--- config.mk ---
export PLATFORM = sky130hd
export DESIGN_NAME = mem_stack_sequencer_flat
export DESIGN_NICKNAME = d
export VERILOG_FILES = /design/src/rtl/mem_stack_sequencer_if.sv /design/src/rtl/mem_stack_sequencer.sv /design/src/flat_wrapper.sv
export SDC_FILE = /design/constraint.sdc
export NUM_CORES = 1
export LEC_CHECK = 0
export CORE_ASPECT_RATIO = 1.2
export CORE_UTILIZATION = 50
export CTS_BUF_LIST = sky130_fd_sc_hd__clkbuf_4
export DETAILED_ROUTE_END_ITERATION = 10
export DONT_BUFFER_PORTS = 1
export HOLD_SLACK_MARGIN = 0.12
export MAX_ROUTING_LAYER = met4
export PLACE_DENSITY_LB_ADDON = 0.1
export SLEW_MARGIN = 20
export SYNTH_ARGS = -nofsm -noshare
export SYNTH_HDL_FRONTEND = slang
export SYNTH_SLANG_ARGS = --single-unit
--- constraint.sdc ---
create_clock -name clk -period 3.7 [get_ports clk]
set_input_delay 0.555 -clock clk [delete_from_list [all_inputs] [get_ports clk]]
set_output_delay 0.555 -clock clk [all_outputs]
set_load 0.01 [all_outputs]
--- src/rtl/mem_stack_sequencer_if.sv ---
// Op request / memory-control bundle between the pipeline front end and the stack sequencer.
// Latency: none; this file only groups wires.
// Backpressure: master holds op_valid/op_type until the slave raises ready.
interface mem_stack_sequencer_if;
    logic       op_valid;
    logic [2:0] op_type;
    logic       ready;
    logic       memory_read;
    logic       memory_write;
    logic       memory_push;
    logic       memory_pop;
    logic [1:0] memory_address_select;
    logic [1:0] memory_write_src_select;
    logic [1:0] ret_capture;
    logic       pc_load;
    logic       stack_fault;

    // Requester side: offers ops, observes the memory control beats.
    modport master (
        output op_valid, op_type,
        input  ready, memory_read, memory_write, memory_push, memory_pop,
        input  memory_address_select, memory_write_src_select, ret_capture,
        input  pc_load, stack_fault
    );

    // Sequencer side: accepts ops, drives one memory control beat per cycle.
    modport slave (
        input  op_valid, op_type,
        output ready, memory_read, memory_write, memory_push, memory_pop,
        output memory_address_select, memory_write_src_select, ret_capture,
        output pc_load, stack_fault
    );
endinterface

--- src/rtl/mem_stack_sequencer.sv ---
// Sequences CALL/RET/INT/RTI stack beats; single-beat PUSH/POP/LDD/STD pass through. Optional bound check: MEM_SEQ_BOUND_CHECK_EN.
// Latency: 1 cycle from acceptance to beat 0; all memory controls are registered.
// Backpressure: ready low while a multi-beat op has beats left; new op accepted on the final beat (no bubble).
module mem_stack_sequencer #(
    parameter int STACK_DEPTH = 2048
) (
    input  logic                 clk,
    input  logic                 reset,
    mem_stack_sequencer_if.slave bus
);

    localparam logic [2:0] OP_PUSH = 3'd0;
    localparam logic [2:0] OP_POP  = 3'd1;
    localparam logic [2:0] OP_CALL = 3'd2;
    localparam logic [2:0] OP_RET  = 3'd3;
    localparam logic [2:0] OP_INT  = 3'd4;
    localparam logic [2:0] OP_RTI  = 3'd5;
    localparam logic [2:0] OP_LDD  = 3'd6;
    localparam logic [2:0] OP_STD  = 3'd7;

    typedef enum logic {ST_IDLE, ST_BEAT} state_e;

    typedef struct packed {
        logic       rd;
        logic       wr;
        logic       push;
        logic       pop;
        logic [1:0] addr;
        logic [1:0] src;
        logic [1:0] cap;
        logic       pcl;
    } ctrl_t;

    // Control word for beat b of op.
    function automatic ctrl_t beat_ctrl(input logic [2:0] op, input logic [1:0] b);
        ctrl_t c;
        c = '0;
        case (op)
            OP_PUSH: begin c.wr = 1'b1; c.push = 1'b1; end
            OP_POP:  begin c.rd = 1'b1; c.pop = 1'b1; end
            OP_LDD:  begin c.rd = 1'b1; c.addr = 2'b01; end
            OP_STD:  begin c.wr = 1'b1; c.addr = 2'b01; end
            OP_CALL: begin
                c.wr   = 1'b1;
                c.push = 1'b1;
                c.src  = (b == 2'd0) ? 2'b10 : 2'b01;
            end
            OP_RET: begin
                c.rd  = 1'b1;
                c.pop = 1'b1;
                c.cap = (b == 2'd0) ? 2'b01 : 2'b10;
                c.pcl = (b == 2'd1);
            end
            OP_INT: begin
                if (b == 2'd3) begin
                    // Vector fetch: new PC low word comes from the vector slot.
                    c.rd   = 1'b1;
                    c.addr = 2'b10;
                    c.cap  = 2'b01;
                    c.pcl  = 1'b1;
                end else begin
                    c.wr   = 1'b1;
                    c.push = 1'b1;
                    case (b)
                        2'd0:    c.src = 2'b11;
                        2'd1:    c.src = 2'b10;
                        default: c.src = 2'b01;
                    endcase
                end
            end
            OP_RTI: begin
                c.rd  = 1'b1;
                c.pop = 1'b1;
                case (b)
                    2'd0:    c.cap = 2'b01;
                    2'd1:    c.cap = 2'b10;
                    default: c.cap = 2'b11;
                endcase
                c.pcl = (b == 2'd2);
            end
            default: c = '0;
        endcase
        return c;
    endfunction

    // Index of the final beat for op.
    function automatic logic [1:0] last_beat(input logic [2:0] op);
        case (op)
            OP_CALL, OP_RET: return 2'd1;
            OP_RTI:          return 2'd2;
            OP_INT:          return 2'd3;
            default:         return 2'd0;
        endcase
    endfunction

    state_e     state;
    logic [1:0] b;
    logic [2:0] cur_op;
    ctrl_t      ctrl_q;
    ctrl_t      nxt_ctrl;
    logic       ready_w;
    logic       accept;
    logic       fault_op;

    assign ready_w = (state == ST_IDLE) || (b == last_beat(cur_op));
    assign accept  = bus.op_valid && ready_w;

`ifdef MEM_SEQ_BOUND_CHECK_EN
    localparam int DEPTH_W = $clog2(STACK_DEPTH + 1);

    logic [DEPTH_W-1:0] depth;
    logic [31:0]        depth_ext;
    logic               fault_q;

    function automatic logic [31:0] push_words(input logic [2:0] op);
        case (op)
            OP_PUSH: return 32'd1;
            OP_CALL: return 32'd2;
            OP_INT:  return 32'd3;
            default: return 32'd0;
        endcase
    endfunction

    function automatic logic [31:0] pop_words(input logic [2:0] op);
        case (op)
            OP_POP:  return 32'd1;
            OP_RET:  return 32'd2;
            OP_RTI:  return 32'd3;
            default: return 32'd0;
        endcase
    endfunction

    // Previous op's beats are all loaded by the time a new op can be accepted,
    // so depth already reflects everything ahead of the incoming op.
    assign depth_ext = 32'(depth);
    assign fault_op  = accept &&
                       (((depth_ext + push_words(bus.op_type)) > 32'(STACK_DEPTH)) ||
                        (pop_words(bus.op_type) > depth_ext));

    // Depth follows each push/pop beat as it is loaded; fault is a one-cycle pulse.
    always_ff @(posedge clk or posedge reset) begin
        if (reset) begin
            depth   <= '0;
            fault_q <= 1'b0;
        end else begin
            depth   <= depth + DEPTH_W'(nxt_ctrl.push) - DEPTH_W'(nxt_ctrl.pop);
            fault_q <= fault_op;
        end
    end

    assign bus.stack_fault = fault_q;
`else
    assign fault_op        = 1'b0;
    assign bus.stack_fault = 1'b0;
`endif

    // Select the control word to present next cycle: new op beat 0, next beat, or idle.
    always_comb begin
        nxt_ctrl = '0;
        if (accept) begin
            if (!fault_op) begin
                nxt_ctrl = beat_ctrl(bus.op_type, 2'd0);
            end
        end else if (state == ST_BEAT && b != last_beat(cur_op)) begin
            nxt_ctrl = beat_ctrl(cur_op, b + 2'd1);
        end
    end

    // Sequencer FSM: captures the op on acceptance and walks its beats.
    always_ff @(posedge clk or posedge reset) begin
        if (reset) begin
            state  <= ST_IDLE;
            b      <= 2'd0;
            cur_op <= OP_PUSH;
            ctrl_q <= '0;
        end else begin
            ctrl_q <= nxt_ctrl;
            if (accept && !fault_op) begin
                state  <= ST_BEAT;
                b      <= 2'd0;
                cur_op <= bus.op_type;
            end else if (!accept && state == ST_BEAT && b != last_beat(cur_op)) begin
                b <= b + 2'd1;
            end else begin
                state <= ST_IDLE;
                b     <= 2'd0;
            end
        end
    end

    assign bus.ready                   = ready_w;
    assign bus.memory_read             = ctrl_q.rd;
    assign bus.memory_write            = ctrl_q.wr;
    assign bus.memory_push             = ctrl_q.push;
    assign bus.memory_pop              = ctrl_q.pop;
    assign bus.memory_address_select   = ctrl_q.addr;
    assign bus.memory_write_src_select = ctrl_q.src;
    assign bus.ret_capture             = ctrl_q.cap;
    assign bus.pc_load                 = ctrl_q.pcl;

endmodule
--- src/flat_wrapper.sv ---
// flat-port wrapper written by rule: the top's interface ports become plain ports
module mem_stack_sequencer_flat 
#(
    parameter int STACK_DEPTH = 2048
)
  (clk, reset, bus_op_valid, bus_op_type, bus_ready, bus_memory_read, bus_memory_write, bus_memory_push, bus_memory_pop, bus_memory_address_select, bus_memory_write_src_select, bus_ret_capture, bus_pc_load, bus_stack_fault);
  mem_stack_sequencer_if bus_i ();
  input  logic clk;
  input  logic reset;
  input wire logic [$bits(bus_i.op_valid)-1:0] bus_op_valid;
  input wire logic [$bits(bus_i.op_type)-1:0] bus_op_type;
  output wire logic [$bits(bus_i.ready)-1:0] bus_ready;
  output wire logic [$bits(bus_i.memory_read)-1:0] bus_memory_read;
  output wire logic [$bits(bus_i.memory_write)-1:0] bus_memory_write;
  output wire logic [$bits(bus_i.memory_push)-1:0] bus_memory_push;
  output wire logic [$bits(bus_i.memory_pop)-1:0] bus_memory_pop;
  output wire logic [$bits(bus_i.memory_address_select)-1:0] bus_memory_address_select;
  output wire logic [$bits(bus_i.memory_write_src_select)-1:0] bus_memory_write_src_select;
  output wire logic [$bits(bus_i.ret_capture)-1:0] bus_ret_capture;
  output wire logic [$bits(bus_i.pc_load)-1:0] bus_pc_load;
  output wire logic [$bits(bus_i.stack_fault)-1:0] bus_stack_fault;
  assign bus_i.op_valid = bus_op_valid;
  assign bus_i.op_type = bus_op_type;
  assign bus_ready = bus_i.ready;
  assign bus_memory_read = bus_i.memory_read;
  assign bus_memory_write = bus_i.memory_write;
  assign bus_memory_push = bus_i.memory_push;
  assign bus_memory_pop = bus_i.memory_pop;
  assign bus_memory_address_select = bus_i.memory_address_select;
  assign bus_memory_write_src_select = bus_i.memory_write_src_select;
  assign bus_ret_capture = bus_i.ret_capture;
  assign bus_pc_load = bus_i.pc_load;
  assign bus_stack_fault = bus_i.stack_fault;
  mem_stack_sequencer #(.STACK_DEPTH(STACK_DEPTH)) u_core (.clk(clk), .reset(reset), .bus(bus_i));
endmodule
==> flow_metrics.py <==
metrics = {
    "clocking": {
        "cts.sinks": 17,
        "clk_latency_ns": 0.28,
        "clockRootBuffer": "clkbuf_4",
        "cts_inserted_buffers": 3,
        "cts_buffer_depth": 2,
        "cts_hold_buf": 0,
        "htree_levels": 1,
        "cts_tree": "done",
        "postCtsSetupBuffers": 0,
        "path_clk_slew_ns": 0.09,
        "postCtsResizedCells": 0,
    },
    "critical_path": {
        "startpoint_type": "register",
        "worstSetupPathType": "reg2out",
        "max_stage_delay_ns": 0.54,
        "required_ns": 3.14,
        "cp_max_fo": 12,
        "path_buf_inv": 1,
        "cp-end-kind": "output pin",
        "critPathTopFamily": "simple AND/OR/NAND/NOR gates",
        "slowest_stage": "or4_1",
        "critical_path_arrival_ns": 1.80,
        "cp_cell_sequence": "or4_1 > o31a_1 > and3_4 > inv_6",
    },
    "sta": {
        "drv_slew": 0,
        "worst_slew_pin_slew_ns": 0.595,
        "slew_headroom": 0.603,
        "period_share": 0.636,
        "finalCriticalPeriod_ns": 2.35,
        "setup_tns_ns": 0,
        "fmax_ghz": 0.425,
        "hold_violations": 0,
        "skew_ns": 0.00334,
        "finalSetupViolations": 0,
        "rsz0062_at_grt": "false",
    },
    "layout": {
        "drive_gt1_frac": 0.188,
        "diodes": 0,
        "finish.net_count": 109,
        "final_cells": 115,
        "synthToLayoutAreaGrowth_pct": -0.000197,
    },
    "placed_design": {
        "gp_congestion": 0.827,
        "placed_cells": 111,
        "hpwl_um": 1250,
        "portBuffers": 0,
    },
    "detailed_routing": {
        "via_count": 662,
        "wl_per_cell_um": 14.3,
        "routed_via_density": 5.76,
        "totalWireLength_um": 1640,
        "ant_nets": 0,
        "drc_errors": 0,
        "drt_iter0_markers": 21,
        "drtPass1Iterations": 4,
    },
    "synthesis": {
        "synth_top_area_frac": 0.420,
        "synth_top_family_by_area": "simple AND/OR/NAND/NOR gates",
        "synth_most_common_cell": "dfrtp_1",
        "async_reset_ff_frac": 1.00,
        "synth_compound_area_frac": 0.100,
        "synthXorXnorAreaFrac": 0.0346,
        "synth_area_per_cell_um2": 10.3,
        "synth-seq-cells": 17,
        "netlist_instances": 98,
        "yosys-mux-area-fraction": 0.111,
        "synth_common_cells": "dfrtp_1 (17), nand2_1 (8), nor2_1 (7)",
        "yosysTopAreaCell": "dfrtp_1",
        "synth_seq_area_share": 0.420,
        "synthTopCellsByArea": "dfrtp_1 (42%), ha_1 (7.4%), mux2_4 (5.9%), mux2i_1 (3.0%), nand2_1 (3.0%)",
        "synth-edff-count": 0,
        "synthSimpleGateAreaFrac": 0.173,
        "synthAdderAreaFrac": 0.0741,
        "ys_types": 36,
        "yosysWarnings": 0,
        "synth_flop_cell": "dfrtp_1",
        "syn_area_um2": 1010,
        "synth_nets": 110,
    },
    "global_routing": {
        "grt_remaining_overflow": 0,
        "antenna_found_initial": 0,
        "grt_max_degree": 18,
        "grt_pass1_vias": 592,
        "grt_use_total": 0.166,
        "grt_first_pass_wirelength_um": 2630,
    },
    "floorplanning": {
        "die_w_um": 43.1,
        "fp-row-count": 17,
        "die-area_um2": 2210,
        "io_pins": 19,
        "core_area_um2": 1870,
        "die_h_um": 51.3,
        "start_util": 0.541,
    },
    "power_and_ir_drop": {
        "peakVddDrop_uv": 484,
        "p_sw_mw": 0.377,
        "power.density_nw_per_um2": 895,
        "seq_power_share": 0.423,
        "p_comb_frac": 0.464,
        "p_leak_nw": 0.491,
        "p_int_mw": 0.530,
        "p_clk_frac": 0.113,
        "swShare": 0.415,
    },
    "run": {
        "cap_violations": 0,
    },
    "worst_hold_path": {
        "hold_class": "in2async",
    },
    "status": {
        "status": "finished, final reports clean",
    },
}
-- through the flow --
| stage | utilization | worst slack (ns) | power [mW] | area, µm² | hold WS, ns |
|---|---|---|---|---|---|
| after floorplan | - | 1.66 | 0.800 | 1010 | 0.481 |
| after global placement | 0.525 | 1.68 | 0.814 | 983 | 0.547 |
| after detailed placement | 0.525 | 1.67 | 0.811 | 983 | 0.550 |
| after CTS | 0.541 | 1.35 | 0.916 | 1010 | 0.234 |
| after global routing | 0.541 | 1.25 | 0.982 | 1010 | 0.261 |
| final | 0.541 | 1.35 | 0.907 | 1010 | 0.217 |
-- final timing paths --
kind / depth (start not counted) / slack, ns / startpoint / endpoint
max in group asynchronous: 1 / 3.10 / reset / u_core.cur_op[1]
worst min register to register: 1 / 0.69 / u_core.b[0] / u_core.b[0]
min in group clk: 2 / 0.40 / bus_op_valid / u_core.bus.memory_write
worst min-delay path: 1 / 0.22 / reset / u_core.bus.ret_capture[0]
worst max-delay path: 4 / 1.35 / u_core.cur_op[2] / bus_ready
worst max register to register: 5 / 1.72 / u_core.cur_op[2] / u_core.bus.ret_capture[0]
-- logic make-up after synthesis --
group,after synthesis
AND/OR/NAND/NOR,32
flip-flops,17
AO/OA/AOI/OAI,16
buffers and inverters,13
multiplexers,9
adder cells (fa/ha/maj),6
XOR/XNOR,4
other,1
-- area by class of cell --
cell class / instances / area [µm²]
Clock buffer: 4 / 30.0
Tap cell: 19 / 23.8
Multi-Input combinational cell: 68 / 503
Sequential cell: 17 / 425
Fill cell: 182 / 858
Inverter: 7 / 31.3
-- power by group through the flow --
stage               Clock, mW  Combinational, mW  Sequential [mW]
CTS                     0.107              0.428            0.381
finish                  0.103              0.421            0.383
global route            0.114              0.472            0.396
detailed placement          0              0.425            0.385
global placement            0              0.432            0.382
floorplan                   0              0.461            0.339
-- placed cells by master, fill, tap and decap left out, types with 2 or more instances in the layout --
master / n
xor2_1: 2
clkbuf_4: 4
inv_1: 6
a21oi_1: 5
ha_1: 6
mux2_2: 2
mux2i_1: 3
dfrtp_1: 17
nand3_1: 4
nor2b_1: 2
nor2_1: 7
xnor2_1: 2
mux2_4: 4
and3_2: 2
and2_2: 2
nand2_1: 8
o21ai_0: 4
-- routing by layer --
| metal | part of all wire | GRT usage |
|---|---|---|
| met1 | 0.46 | 0.206 |
| met2 | 0.49 | 0.266 |
| met3 | 0.043 | 0.0424 |
| met4 | 0.0067 | 0.0455 |
| met5 | 0 | - |
-- sequential cells by signal, summed over array words and instances (netlist names) --
register,flops
u_core.state,1
u_core.bus.ret_capture,2
u_core.bus.memory_address_select,2
u_core.bus.memory_write_src_select,2
u_core.bus.memory_push,1
u_core.bus.memory_read,1
u_core.bus.memory_write,1
u_core.b,2
u_core.bus.pc_load,1
u_core.cur_op,3
u_core.bus.memory_pop,1
No activity file was read; power rests on OpenSTA's default activity.
